--- src/rtl/dmi_initiator_pkg.sv ---
// Shared DMI channel types for the DTM-side initiator: request/response
// layouts, DTM op codes and the dmistat encoding.
package dmi_initiator_pkg;

    localparam int unsigned DmiAbits = 7;

    typedef enum logic [1:0] {
        DtmNop      = 2'd0,
        DtmRead     = 2'd1,
        DtmWrite    = 2'd2,
        DtmReserved = 2'd3
    } dtm_op_t;

    typedef enum logic [1:0] {
        DmiSuccess  = 2'd0,
        DmiReserved = 2'd1,
        DmiFailed   = 2'd2,
        DmiBusy     = 2'd3
    } dmi_stat_e;

    typedef struct packed {
        logic [DmiAbits-1:0] addr;
        dtm_op_t             op;
        logic [31:0]         data;
    } dmi_req_t;

    typedef struct packed {
        logic [31:0] data;
        logic [1:0]  resp;
    } dmi_resp_t;

    typedef enum logic [1:0] {
        StIdle = 2'd0,
        StReq  = 2'd1,
        StWait = 2'd2,
        StHrst = 2'd3
    } init_state_e;

endpackage

--- src/rtl/dmi_initiator.sv ---
// DTM-side DMI initiator: launches one host command at a time on the DMI
// request channel, captures the response and keeps the sticky dmistat.
//
// state  | meaning
// StIdle | ready to accept a command
// StReq  | request valid, waiting for dmi_req_ready_i
// StWait | request taken, waiting for the response
// StHrst | DMI held in reset after dmihardreset
module dmi_initiator
    import dmi_initiator_pkg::*;
#(
    parameter int unsigned HardResetCycles = 2,
    parameter int unsigned DmiAbits        = dmi_initiator_pkg::DmiAbits
) (
    input  logic                  clk_i,
    input  logic                  rst_i,
    input  logic                  update_i,
    input  logic [1:0]            op_i,
    input  logic [DmiAbits-1:0]   addr_i,
    input  logic [31:0]           data_i,
    input  logic                  capture_i,
    output logic [DmiAbits+33:0]  dr_o,
    input  logic                  dmireset_i,
    input  logic                  dmihardreset_i,
    output logic [1:0]            dmistat_o,
    output logic                  busy_o,
    output logic                  dmi_rst_no,
    output logic                  dmi_req_valid_o,
    input  logic                  dmi_req_ready_i,
    output dmi_req_t              dmi_req_o,
    input  logic                  dmi_resp_valid_i,
    output logic                  dmi_resp_ready_o,
    input  dmi_resp_t             dmi_resp_i
);

    localparam int unsigned CntW = (HardResetCycles > 1) ? $clog2(HardResetCycles) : 1;
    localparam logic [CntW-1:0] CntLoad = CntW'(HardResetCycles - 1);

    init_state_e           state_q, state_d;
    logic [CntW-1:0]       cnt_q, cnt_d;
    dmi_req_t              req_q, req_d;
    logic [DmiAbits-1:0]   addr_q, addr_d;
    logic [31:0]           rdata_q, rdata_d;
    dmi_stat_e             sticky_q, sticky_d;
    logic [DmiAbits+33:0]  dr_q, dr_d;

    logic      in_txn;
    logic      set_busy;
    logic      set_failed;
    dmi_stat_e stat;

    always_ff @(posedge clk_i or posedge rst_i) begin
        if (rst_i) begin
            state_q  <= StIdle;
            cnt_q    <= '0;
            req_q    <= '0;
            addr_q   <= '0;
            rdata_q  <= '0;
            sticky_q <= DmiSuccess;
            dr_q     <= '0;
        end else begin
            state_q  <= state_d;
            cnt_q    <= cnt_d;
            req_q    <= req_d;
            addr_q   <= addr_d;
            rdata_q  <= rdata_d;
            sticky_q <= sticky_d;
            dr_q     <= dr_d;
        end
    end

    always_comb begin
        state_d    = state_q;
        cnt_d      = cnt_q;
        req_d      = req_q;
        addr_d     = addr_q;
        rdata_d    = rdata_q;
        sticky_d   = sticky_q;
        dr_d       = dr_q;
        set_busy   = 1'b0;
        set_failed = 1'b0;
        in_txn     = (state_q == StReq) || (state_q == StWait);

        if (sticky_q != DmiSuccess) begin
            stat = sticky_q;
        end else if (in_txn) begin
            stat = DmiBusy;
        end else begin
            stat = DmiSuccess;
        end

        case (state_q)
            StIdle: begin
                if (update_i && (sticky_q == DmiSuccess) && !dmireset_i &&
                    ((op_i == DtmRead) || (op_i == DtmWrite))) begin
                    req_d.addr = addr_i;
                    req_d.op   = dtm_op_t'(op_i);
                    req_d.data = data_i;
                    addr_d     = addr_i;
                    state_d    = StReq;
                end
            end
            StReq: begin
                set_busy = update_i;
                if (dmi_req_ready_i) begin
                    state_d = StWait;
                end
            end
            StWait: begin
                set_busy = update_i;
                if (dmi_resp_valid_i) begin
                    rdata_d    = dmi_resp_i.data;
                    set_failed = (dmi_resp_i.resp != 2'b00);
                    state_d    = StIdle;
                end
            end
            StHrst: begin
                if (cnt_q == '0) begin
                    state_d = StIdle;
                end else begin
                    cnt_d = cnt_q - 1'b1;
                end
            end
            default: state_d = StIdle;
        endcase

        if (capture_i && (state_q != StHrst)) begin
            dr_d = {addr_q, rdata_q, stat};
            if (in_txn) begin
                set_busy = 1'b1;
            end
        end

        // A failed response outranks a same-cycle busy collision.
        if (dmireset_i) begin
            sticky_d = DmiSuccess;
        end else if (set_failed) begin
            sticky_d = DmiFailed;
        end else if (set_busy && (sticky_q == DmiSuccess)) begin
            sticky_d = DmiBusy;
        end

        if (dmihardreset_i) begin
            state_d  = StHrst;
            cnt_d    = CntLoad;
            sticky_d = DmiSuccess;
        end
    end

    assign dr_o             = dr_q;
    assign dmistat_o        = sticky_q;
    assign busy_o           = (state_q != StIdle);
    assign dmi_rst_no       = (state_q != StHrst);
    assign dmi_req_valid_o  = (state_q == StReq);
    assign dmi_resp_ready_o = (state_q == StWait);
    assign dmi_req_o        = req_q;

endmodule

--- config.mk ---
export PLATFORM = sky130hd
export DESIGN_NAME = dmi_initiator
export DESIGN_NICKNAME = d
export VERILOG_FILES = /design/src/rtl/dmi_initiator_pkg.sv /design/src/rtl/dmi_initiator.sv
export SDC_FILE = /design/constraint.sdc
export NUM_CORES = 1
export LEC_CHECK = 0
export BUFFER_PORTS_ARGS = -buffer_cell sky130_fd_sc_hd__buf_2
export CORE_AREA = 2 2 102 104
export DETAILED_ROUTE_END_ITERATION = 16
export DIE_AREA = 0 0 104 106
export GPL_ROUTABILITY_DRIVEN = 1
export HOLD_SLACK_MARGIN = 0.1
export PLACE_DENSITY = 0.78
export SYNTH_ARGS = -nofsm -noshare
export SYNTH_HDL_FRONTEND = slang
export SYNTH_SLANG_ARGS = --single-unit
export TNS_END_PERCENT = 20
--- constraint.sdc ---
create_clock -name clk_i -period 4 [get_ports clk_i]
set_input_delay 0.2 -clock clk_i [delete_from_list [all_inputs] [get_ports clk_i]]
set_output_delay 0.2 -clock clk_i [all_outputs]
set_load 0.01 [all_outputs]
; ---- Yosys cells after proc, flatten, opt, wreduce, memory -nomap -nowiden
; Index checks and enable logic that the tools add are counted.
[totals]
ff_bits = 119
latch_bits = 0
mem_bits_rw = 0
rom_bits = 0
input_bits = 83
out_inout_bits = 88
elab_cells = 58
memories = 0
[op_classes]
addsub = 1
mul = 0
div = 0
n_lt_le_gt_ge = 0
n_eq_ne = 10
n_shift = 0
n_mux = 20
bitwise = 0
n_reduce_logical = 19
[ops]
columns = cell, count
row1 = two-way mux 2 bit, 11
row2 = != test 3 bit (second input constant), 3
row3 = two-way mux 1 bit, 8
row4 = one-hot mux 2 bit (4 select lines), 1
row5 = nonzero test 2 bit, 4
row6 = equality test 2 bit (second input constant), 3
row7 = logical AND 1 bit, 5
row8 = equality test 2 x 1 -> 1 bit (second input constant), 2
row9 = zero test 2 bit, 2
row10 = AND reduction 2 bit, 2
row11 = AND reduction 4 bit, 1
row12 = nonzero test 4 bit, 1
row13 = != test 3 x 2 -> 1 bit (second input constant), 1
row14 = logical OR 1 bit, 2
row15 = != test 2 bit (second input constant), 1
row16 = OR reduction 2 bit, 1
row17 = zero test 1 bit, 1
row18 = subtractor 1 bit (second input constant), 1

; ---- Depth between registers and ports, before layout
; Gate-level depths: netlist (run 1).
[depth]
word_depth = 10
depth_mapped = 6
ltp_nobuf = 6

; ---- Worst setup path before layout (run 1)
; Ideal clock, no wire load.
[synth_path]
path_type = register to register
start = register state_q[0]
end = register rdata_q[0]
setup_ns = 0.125
arrival_time_ns = 1.436
t_required_ns = 3.875
path_slack_ns = 2.440
path_stages_with_launch = 6
path_buffers = 1
period_less_slack_ns = 1.560
path_cell_list = dfrtp_1 > inv_1 > ha_1 > nand2_1 > buf_2 > mux2_2
[synth_between]
elab_chain_len = 2
[synth_lines]
columns = element, line
row1 = "start, declared", dmi_initiator.sv:39  ; init_state_e state_q, state_d;
row2 = "start signal, assigned", dmi_initiator.sv:54  ; state_q <= StIdle;
row3 = "start signal, assigned", dmi_initiator.sv:62  ; state_q <= state_d;
row4 = equality test 2 bit, n/a
row5 = net dmi_resp_ready_o, dmi_initiator.sv:32  ; output logic dmi_resp_ready_o,
row6 = AND reduction 2 bit (no source line), n/a
row7 = "end signal, assigned", dmi_initiator.sv:66  ; rdata_q <= rdata_d;
row8 = "end, declared", dmi_initiator.sv:43  ; logic [31:0] rdata_q, rdata_d;
; The timed path passes the listed nets, and every way through them passes these cells.
; A chain may end at the register's enable or synchronous reset.

; ---- Worst setup path in the final report (run 1)
[layout_path]
start = register state_q[0]
end = register sticky_q[1] (netlist: dmistat_o[1])
[layout_between]
elab_chain_len = 7
[layout_lines]
columns = element, line
row1 = equality test 2 x 1 -> 1 bit / equality test 2 bit (equally long branches), "dmi_initiator.sv:82, dmi_initiator.sv:92"
row2 = OR reduction 2 bit (no source line), n/a
row3 = two-way mux 1 bit, dmi_initiator.sv:92  ; case (state_q)
row4 = two-way mux 1 bit, dmi_initiator.sv:129  ; if (in_txn) begin
row5 = two-way mux 1 bit, dmi_initiator.sv:127  ; if (capture_i && (state_q != StHrst)) begin
row6 = logical AND 1 bit, dmi_initiator.sv:139  ; end else if (set_busy && (sticky_q == DmiSuccess)) begin
row7 = nonzero test 4 bit (no source line), n/a
row8 = "end signal, assigned", dmi_initiator.sv:59  ; sticky_q <= DmiSuccess;
row9 = "end signal, assigned", dmi_initiator.sv:67  ; sticky_q <= sticky_d;
row10 = "end, declared", dmi_initiator.sv:44  ; dmi_stat_e sticky_q, sticky_d;
; Parallel ways exist; a longest one is shown, timed or not.

==> results of run 1 <==
[layout by cell type, fill, tap and decap left out, types with 4 or more instances in the layout]
| cell | instances |
|---|---|
| nand2_1 | 4 |
| clkbuf_16 | 16 |
| mux2_2 | 73 |
| inv_1 | 5 |
| dfrtp_1 | 119 |
| nor2_1 | 8 |
| bufinv_16 | 7 |
| dlygate4sd3_1 | 78 |
| buf_2 | 170 |
| o21ai_0 | 4 |
| mux2_4 | 38 |
| ha_1 | 6 |
[area by class of cell]
class | count | area (um^2)
Clock inverter | 12 | 246
Tap cell | 136 | 170
Multi-Input combinational cell | 150 | 1700
Sequential cell | 119 | 2980
Clock buffer | 20 | 445
Fill cell | 673 | 2780
Timing Repair Buffer | 251 | 1650
Inverter | 6 | 25.0
[state kept, by name, summed over array words and instances, names as in the netlist]
register / flops
rdata_q: 32
dmi_req_o: 34
state_q: 2
dmistat_o: 2
dr_o: 41
addr_q: 7
cnt_q: 1
[worst min-delay path, delay by kind of cell]
kind                   cells  cell delay (ns)
muxes                      1             0.13
buffers and inverters      1             0.09
and+or+nand+nor            1             0.20
AOI/OAI and AO/OA          1             0.09
[per-layer routing]
metal  routed length [um]  global-route usage (%)  share of wire (%)  up-vias
met5                    0                       0                  0        -
met4                  259                    10.6                2.3        0
met3                  401                    4.78                3.6       22
met2                 6060                    37.8                 54      102
met1                 4540                    24.8                 40     1663
li1                     -                       -                  -     1518
[power by group through the flow]
stage | registers (W) | clock network, W | logic (W)
5_1_grt | 0.00207 | 0.00185 | 0.00173
6_report | 0.00200 | 0.00176 | 0.00161
2_1_floorplan | 0.00212 | 0 | 0.000848
3_5_place_dp | 0.00201 | 0 | 0.00155
3_3_place_gp | 0.00197 | 0 | 0.00149
4_1_cts | 0.00200 | 0.00178 | 0.00162
[kinds of logic after synthesis]
group / count (synthesis) / synth area share, %
adders and majority gates: 6 / 1.57
muxes: 113 / 29.5
AOI/OAI and AO/OA: 10 / 1.65
DFF: 119 / 62.3
and+or+nand+nor: 20 / 2.56
buffers and inverters: 18 / 2.25
xor gates and xnor gates: 1 / 0.183
[worst max-delay path by stage]
stage / from / endpoint / cells past startpoint / slack, ns
2_1_floorplan: rst_i / addr_q[0] / 1 / 0.64
3_3_place_gp: state_q[0] / dmistat_o[1] / 5 / 1.80
3_5_place_dp: state_q[0] / dmistat_o[1] / 5 / 1.73
4_1_cts: state_q[0] / dmistat_o[1] / 6 / 1.18
5_1_grt: state_q[0] / dmistat_o[1] / 6 / 0.94
6_report: state_q[0] / dmistat_o[1] / 6 / 1.19
[timing repair]
item	in CTS	in global routing
setup endpoints to repair	0	0
setup buffers	0	0
hold buffers	78	0
endpoints found under the hold margin	128	0
[metrics by stage]
stage	setup WS [ns]	instances
3_3_place_gp	1.80	584
5_1_grt	0.940	694
2_1_floorplan	0.643	287
3_5_place_dp	1.73	584
6_report	1.19	694
4_1_cts	1.18	694
==> results.toml, run 1 <==
[timing]
finClkSkew_ns = 0.00875
worst_pin_slew_ns = 1.15
max_freq_ghz = 0.356
hold_violations = 0
max_slew_margin_pct = 23.3
rsz0062_at_grt = "false"
period_share_pct = 70.3
min_period_ns = 2.81
setup_viol = 0
whs_ns = 0.243
finalSetupTns_ns = 0
slew_violations = 0

[clock_network]
cts_buffer_depth = 2
cts_buffers = 17
htree_levels = 4
clk_pin_slew_ns = 0.06
clock-root-buffer = "clkbuf_8"
cts_sinks = 119
cts_tree = "yes"
worstSkewPairLatency_ns = 0.51
cts-resized-gates = 0

[global_routing]
grt_max_degree = 53
gr-total-overflow = 0
grt_pass1_wl_um = 18200
grt_pass1_vias = 3666
track_usage_pct = 21.5
antenna_found_initial = 0

[logic_synthesis]
ys_seq_elements = 119
yosys_warnings = 0
synth_edf_count = 0
synth_area_leader_cell = "dfrtp_1"
ys_seq_area_share_pct = 62.3
synth.area.top_cells = "dfrtp_1 (62%), mux2_2 (17%), mux2_4 (12%)"
syn_area_um2 = 4780
syn_area_per_cell_um2 = 16.7
synthArstFlopShare_pct = 100
yosysMostFrequentCell = "dfrtp_1"
synth_nets = 376
synthFlopType = "dfrtp_1"
synth_cells = 287
synth_top_cell_area_share_pct = 62.3
synth_cell_types = 21
synthTopCellsByCount = "dfrtp_1 (119), mux2_2 (73), mux2_4 (38)"

[setup_path]
reg2reg_to = "dmistat_o[1]"
r2r_cells = 6
crit_path_max_fanout = 44
cp.required_ns = 4.39
r2r_slack_ns = 1.19
slowest_delay_ns = 0.90
slowest_stage = "nand2b_2"
crit_chain = "ha_1, nand2b_2, nand2b_1, a311oi_1, nor3_1, dlygate4sd3_1"
cp.arrival_ns = 3.20
cp-end-kind = "register"
rr_startpoint = "state_q[0]"
worst-setup-path-type = "register to register"
critPathTopFamily = "simple AND/OR/NAND/NOR gates"
critPathLaunchType = "register"
critPathBufInv = 1

[power]
p_int_w = 0.00387
pwr-share-comb_pct = 30.0
switching_share_pct = 28.0
power_frac_clock_pct = 32.7
power.total_w = 0.00537
seqPwrFrac_pct = 37.3
irDropWorstVdd_uv = 380
leakagePower_nw = 3.73
power_density_nw_per_um2 = 744
p_sw_w = 0.00150

[worst_hold_path]
min_from = "dmi_req_ready_i"
holdPathEnd = "state_q[1]"
hp-class = "input port to register"
holdPathStages = 4

[drt]
viasPerCell = 4.76
dr.pass1.iters = 4
routed_wl_um = 11300
drt_iter0_drc = 94
drcViolationCount = 0
vias = 3305
wl_per_cell_um = 16.2
drtAntennaViolNets = 0

[die]
coreArea_um2 = 10000
rows = 37
die_area_um2 = 11000
die_y_um = 106
die_w_um = 104
ios = 171
initial_core_util_pct = 47.8

[layout]
drive_above_1_share_pct = 57.3
fin_area_um2 = 7220
diodes = 0
nets = 634
final_core_util_pct = 72.2
area_delta_synth_final_pct = 50.9

[placed_design]
dp_hpwl_um = 6930
place_area_um2 = 5750
gp_routability_congestion = 0.752
io_buffers = 170

[status]
status = "finished clean"

[run]
cap_violations = 0
No activity file was read; power rests on OpenSTA's default activity.
==> run 2, diff against run 1 <==
- CORE_AREA: 2 2 102 104 -> 2 2 107 109
- DIE_AREA: 0 0 104 106 -> 0 0 109 111
- PLACE_DENSITY: 0.78 -> 0.75
- clock period: 4 -> 2.3 ns (I/O delays scaled with it)
==> results.toml, run 2 (synthesis results as in run 1) <==
[status]
status = "finished clean"

[timing]
layout_setup_ws_ns = 0.459
finClkSkew_ns = 0.00925
max_freq_ghz = 0.543
setup_viol = 0
period_share_pct = 80.1
slew_violations = 0
hold_violations = 0
finalSetupTns_ns = 0
rsz0062_at_grt = "false"
whs_ns = 0.148
min_period_ns = 1.84
max_slew_margin_pct = 57.0
worst_pin_slew_ns = 0.645

[global_routing]
track_usage_pct = 19.0
grt_max_degree = 120
antenna_found_initial = 0
grt_pass1_vias = 3615
gr-total-overflow = 0
grt_pass1_wl_um = 17400

[die]
die_w_um = 109
coreArea_um2 = 11100
die_area_um2 = 12100
rows = 39
die_y_um = 111
ios = 171
initial_core_util_pct = 43.2

[layout]
fin_area_um2 = 7110
final_common_cell = "buf_2"
largest_register_ffs = 41
n_fill_cell = 801
final_cell_mix = "buf_2 (170), dfrtp_1 (119), dlygate4sd3_1 (75)"
final_core_util_pct = 64.2
area_delta_synth_final_pct = 48.6
diodes = 0
drive_above_1_share_pct = 57.2
nets = 633

[clock_network]
cts_buffers = 17
htree_levels = 4
clock-root-buffer = "clkbuf_16"
clk_pin_slew_ns = 0.05
worstSkewPairLatency_ns = 0.40
cts_buffer_depth = 2
cts_sinks = 119
cts_tree = "yes"

[drt]
drtAntennaViolNets = 0
dr.pass1.iters = 4
drt_iter0_drc = 137
routed_wl_um = 11000
viasPerCell = 4.68
vias = 3273
drcViolationCount = 0
wl_per_cell_um = 15.7

[power]
power_density_nw_per_um2 = 1230
irDropWorstVdd_uv = 583
leakagePower_nw = 3.68

[worst_hold_path]
hp-class = "input port to register"

[setup_path]
worst-setup-path-type = "register to register"
cp.required_ns = 2.58
cp-end-kind = "register"
cp.arrival_ns = 2.12
critPathLaunchType = "register"
crit_path_max_fanout = 32

[placed_design]
place_area_um2 = 5810
place_ws_ns = 0.439
dp_hpwl_um = 6910
io_buffers = 170
gp_routability_congestion = 0.771

[run]
cap_violations = 0
==> run 2: cell count changes in the layout (fill, tap and decap cells not counted), sizes merged <==
| cell | delta |
|---|---|
| clkbuf | +1 |
| clkinvlp | -1 |
| clkinv | +5 |
| bufinv | -5 |
| dlygate4sd3 | -3 |
| inv | -1 |
| buf | +2 |
==> run 2: worst paths after layout <==
check / startpoint / to / slack [ns] / depth (start not counted)
hold reg to reg: dr_o[0] / dr_o[0] / 0.48 / 2
setup / recovery: dmistat_o[0] / dmi_req_o[27] / 0.46 / 4
hold / removal: update_i / dmistat_o[0] / 0.15 / 4
setup reg to reg: dmistat_o[0] / dmi_req_o[27] / 0.46 / 4
min in group asynchronous: rst_i / dr_o[15] / 0.42 / 4
max in group asynchronous: rst_i / rdata_q[8] / 1.34 / 4
==> run 2: per-stage QoR <==
step,std cells,total power (W)
after CTS,699,0.00881
after detailed placement,593,0.00621
after global placement,593,0.00605
after floorplan,287,0.00515
final,699,0.00872
after global routing,699,0.00922
==> run 2: metal layers <==
metal / share of wire, % / global-route usage (%) / vias to the layer above
met3: 4.2 / 5.00 / 30
met5: 0 / 0 / -
met1: 41 / 21.3 / 1627
li1: - / - / 1514
met4: 3.4 / 10.4 / 0
met2: 52 / 32.3 / 102
==> run 2: power breakdown <==
part	internal [W]	leakage, nW	switching [W]
Combinational	0.00161	1.93	0.00119
Clock	0.00157	0.270	0.000877
Sequential	0.00299	1.48	0.000480
==> run 2: final cells by class <==
| class | instances | area [um^2] | area share, % |
|---|---|---|---|
| Clock buffer | 21 | 440 | 6.20 |
| Clock inverter | 10 | 106 | 1.50 |
| Inverter | 6 | 26.3 | 0.370 |
| Multi-Input combinational cell | 150 | 1700 | 23.9 |
| Sequential cell | 119 | 2980 | 41.9 |
| Tap cell | 143 | 179 | 2.52 |
| Timing Repair Buffer | 250 | 1680 | 23.6 |
==> run 2: worst max-delay path, stage by stage (launching register included) <==
cell and delay (ns):
dfrtp_1 0.45, nor4b_4 0.39, nand3_4 0.27, buf_12 0.28, mux2_4 0.32
==> run 2: what timing repair did <==
action,CTS,global route
setup buffers,0,0
hold endpoints to repair,197,0
hold buffers,75,0
resized for setup,0,0
==> run 3, diff against run 2 <==
- CORE_AREA: 2 2 107 109 -> 2 2 102 104
- DIE_AREA: 0 0 109 111 -> 0 0 104 106
- PLACE_DENSITY: 0.75 -> 0.78
- clock period: 2.3 -> 1.8 ns (I/O delays scaled with it)
==> results.toml, run 3 (synthesis results as in run 1) <==
[power]
power_density_nw_per_um2 = 1560
p_int_w = 0.00805
seqPwrFrac_pct = 39.0
leakagePower_nw = 3.76
p_sw_w = 0.00335
power.total_w = 0.0114
pwr-share-comb_pct = 32.0
switching_share_pct = 29.4
power_frac_clock_pct = 29.0
irDropWorstVdd_uv = 713

[setup_path]
cp.arrival_ns = 2.06
crit_path_max_fanout = 5
r2r_cells = 5
worst-setup-path-type = "register to register"
cp-end-kind = "register"
cp.required_ns = 2.20
critPathLaunchType = "register"

[clock_network]
clock-root-buffer = "clkbuf_8"
cts_tree = "yes"
cts_sinks = 119
worstSkewPairLatency_ns = 0.49
clk_pin_slew_ns = 0.05
post-cts-setup-buffers = 0
htree_levels = 4
cts_buffer_depth = 2
cts_buffers = 17

[drt]
dr.pass1.iters = 4
drt_iter0_drc = 93
wl_per_cell_um = 16.4
drtAntennaViolNets = 0
vias = 3350
routed_wl_um = 11600
drcViolationCount = 0
viasPerCell = 4.77

[die]
die_y_um = 106
die_w_um = 104
die_area_um2 = 11000
initial_core_util_pct = 47.8
rows = 37
ios = 171
coreArea_um2 = 10000

[status]
status = "finished clean"

[layout]
n_fill_cell = 680
final_common_cell = "buf_2"
nets = 644
final_cell_mix = "buf_2 (170), dfrtp_1 (118), dlygate4sd3_1 (80)"
largest_register_ffs = 41
area_delta_synth_final_pct = 52.2
diodes = 0
drive_above_1_share_pct = 57.8

[timing]
slew_violations = 0
max_freq_ghz = 0.604
layout_setup_ws_ns = 0.144
rsz0062_at_grt = "false"
finClkSkew_ns = 0.00535
min_period_ns = 1.66
period_share_pct = 92.0
hold_violations = 0
worst_pin_slew_ns = 0.596
setup_viol = 0
finalSetupTns_ns = 0
max_slew_margin_pct = 60.2

[worst_hold_path]
hp-class = "input port to register"
holdPathStages = 4

[placed_design]
dp_hpwl_um = 7340
place_ws_ns = 0.163
gp_routability_congestion = 0.768
io_buffers = 170

[global_routing]
track_usage_pct = 22.2
antenna_found_initial = 0
grt_pass1_vias = 3806
grt_max_degree = 33
gr-total-overflow = 0
grt_pass1_wl_um = 19000

[run]
cap_violations = 0
-- run 3: cell count changes in the layout (fill, tap and decap cells not counted), moves of 2 or more --
| cell | previous run | this run |
|---|---|---|
| clkinv_2 | 6 | 3 |
| clkbuf_1 | 4 | 1 |
| clkinvlp_4 | 2 | 5 |
| dlygate4sd3_1 | 75 | 80 |
| buf_12 | 3 | 7 |
| clkbuf_8 | 0 | 2 |
| buf_4 | 2 | 4 |
-- run 3: repair_timing --
action                                  in CTS  in global routing
resized for setup                            0                  1
endpoints found under the setup margin       0                  1
hold endpoints to repair                   195                  0
hold buffers                                80                  0
-- run 3: critical path: stages (launching register included) --
cell       delay, ns
dfrtp_2         0.40
inv_1           0.10
ha_1            0.23
nor2b_1         0.17
a2111oi_4       0.40
mux2i_1         0.26
-- run 3: power groups by stage --
stage / Combinational, W / Sequential [W] / Clock, W
2_1_floorplan: 0.00188 / 0.00470 / 0
3_3_place_gp: 0.00339 / 0.00437 / 0
3_5_place_dp: 0.00351 / 0.00446 / 0
4_1_cts: 0.00366 / 0.00443 / 0.00335
5_1_grt: 0.00393 / 0.00459 / 0.00350
6_report: 0.00364 / 0.00445 / 0.00330
-- run 3: final timing paths --
check,from,to,slack [ns]
worst max-delay path,state_q[0],state_q[0],0.14
min in group asynchronous,rst_i,dr_o[38],0.21
worst min-delay path,dmi_req_ready_i,state_q[1],0.19
worst max register to register,state_q[0],state_q[0],0.14
max in group asynchronous,rst_i,dmi_req_o[7],0.97
worst min register to register,dr_o[0],dr_o[0],0.49
-- run 3: per-stage QoR --
stage | util [%] | instances | hold slack [ns] | instance area (um^2)
CTS | 72.8 | 703 | 0.149 | 7280
floorplan | - | 287 | 0.161 | 4790
global placement | 59.0 | 592 | 0.189 | 5900
finish | 72.8 | 703 | 0.189 | 7280
detailed placement | 59.0 | 592 | 0.188 | 5900
global route | 72.8 | 703 | 0.153 | 7280
-- run 3: cell type report --
type	count	area, um^2	share of cell area (%)
inverters	6	26.3	0.361
multi-input cells	150	1700	23.4
flip-flops and latches	119	2980	40.9
clock inverters	12	153	2.10
repair buffers	261	1820	25.0
well taps	136	170	2.34
clock buffers	19	432	5.93
-- run 3: per-layer routing --
metal  global-route usage, %  wire (um)  vias to the layer above
met5                       0          0                        -
li1                        -          -                     1538
met3                    4.97        401                       13
met2                    41.3       6400                       97
met4                    7.92        187                        0
met1                    25.2       4580                     1702
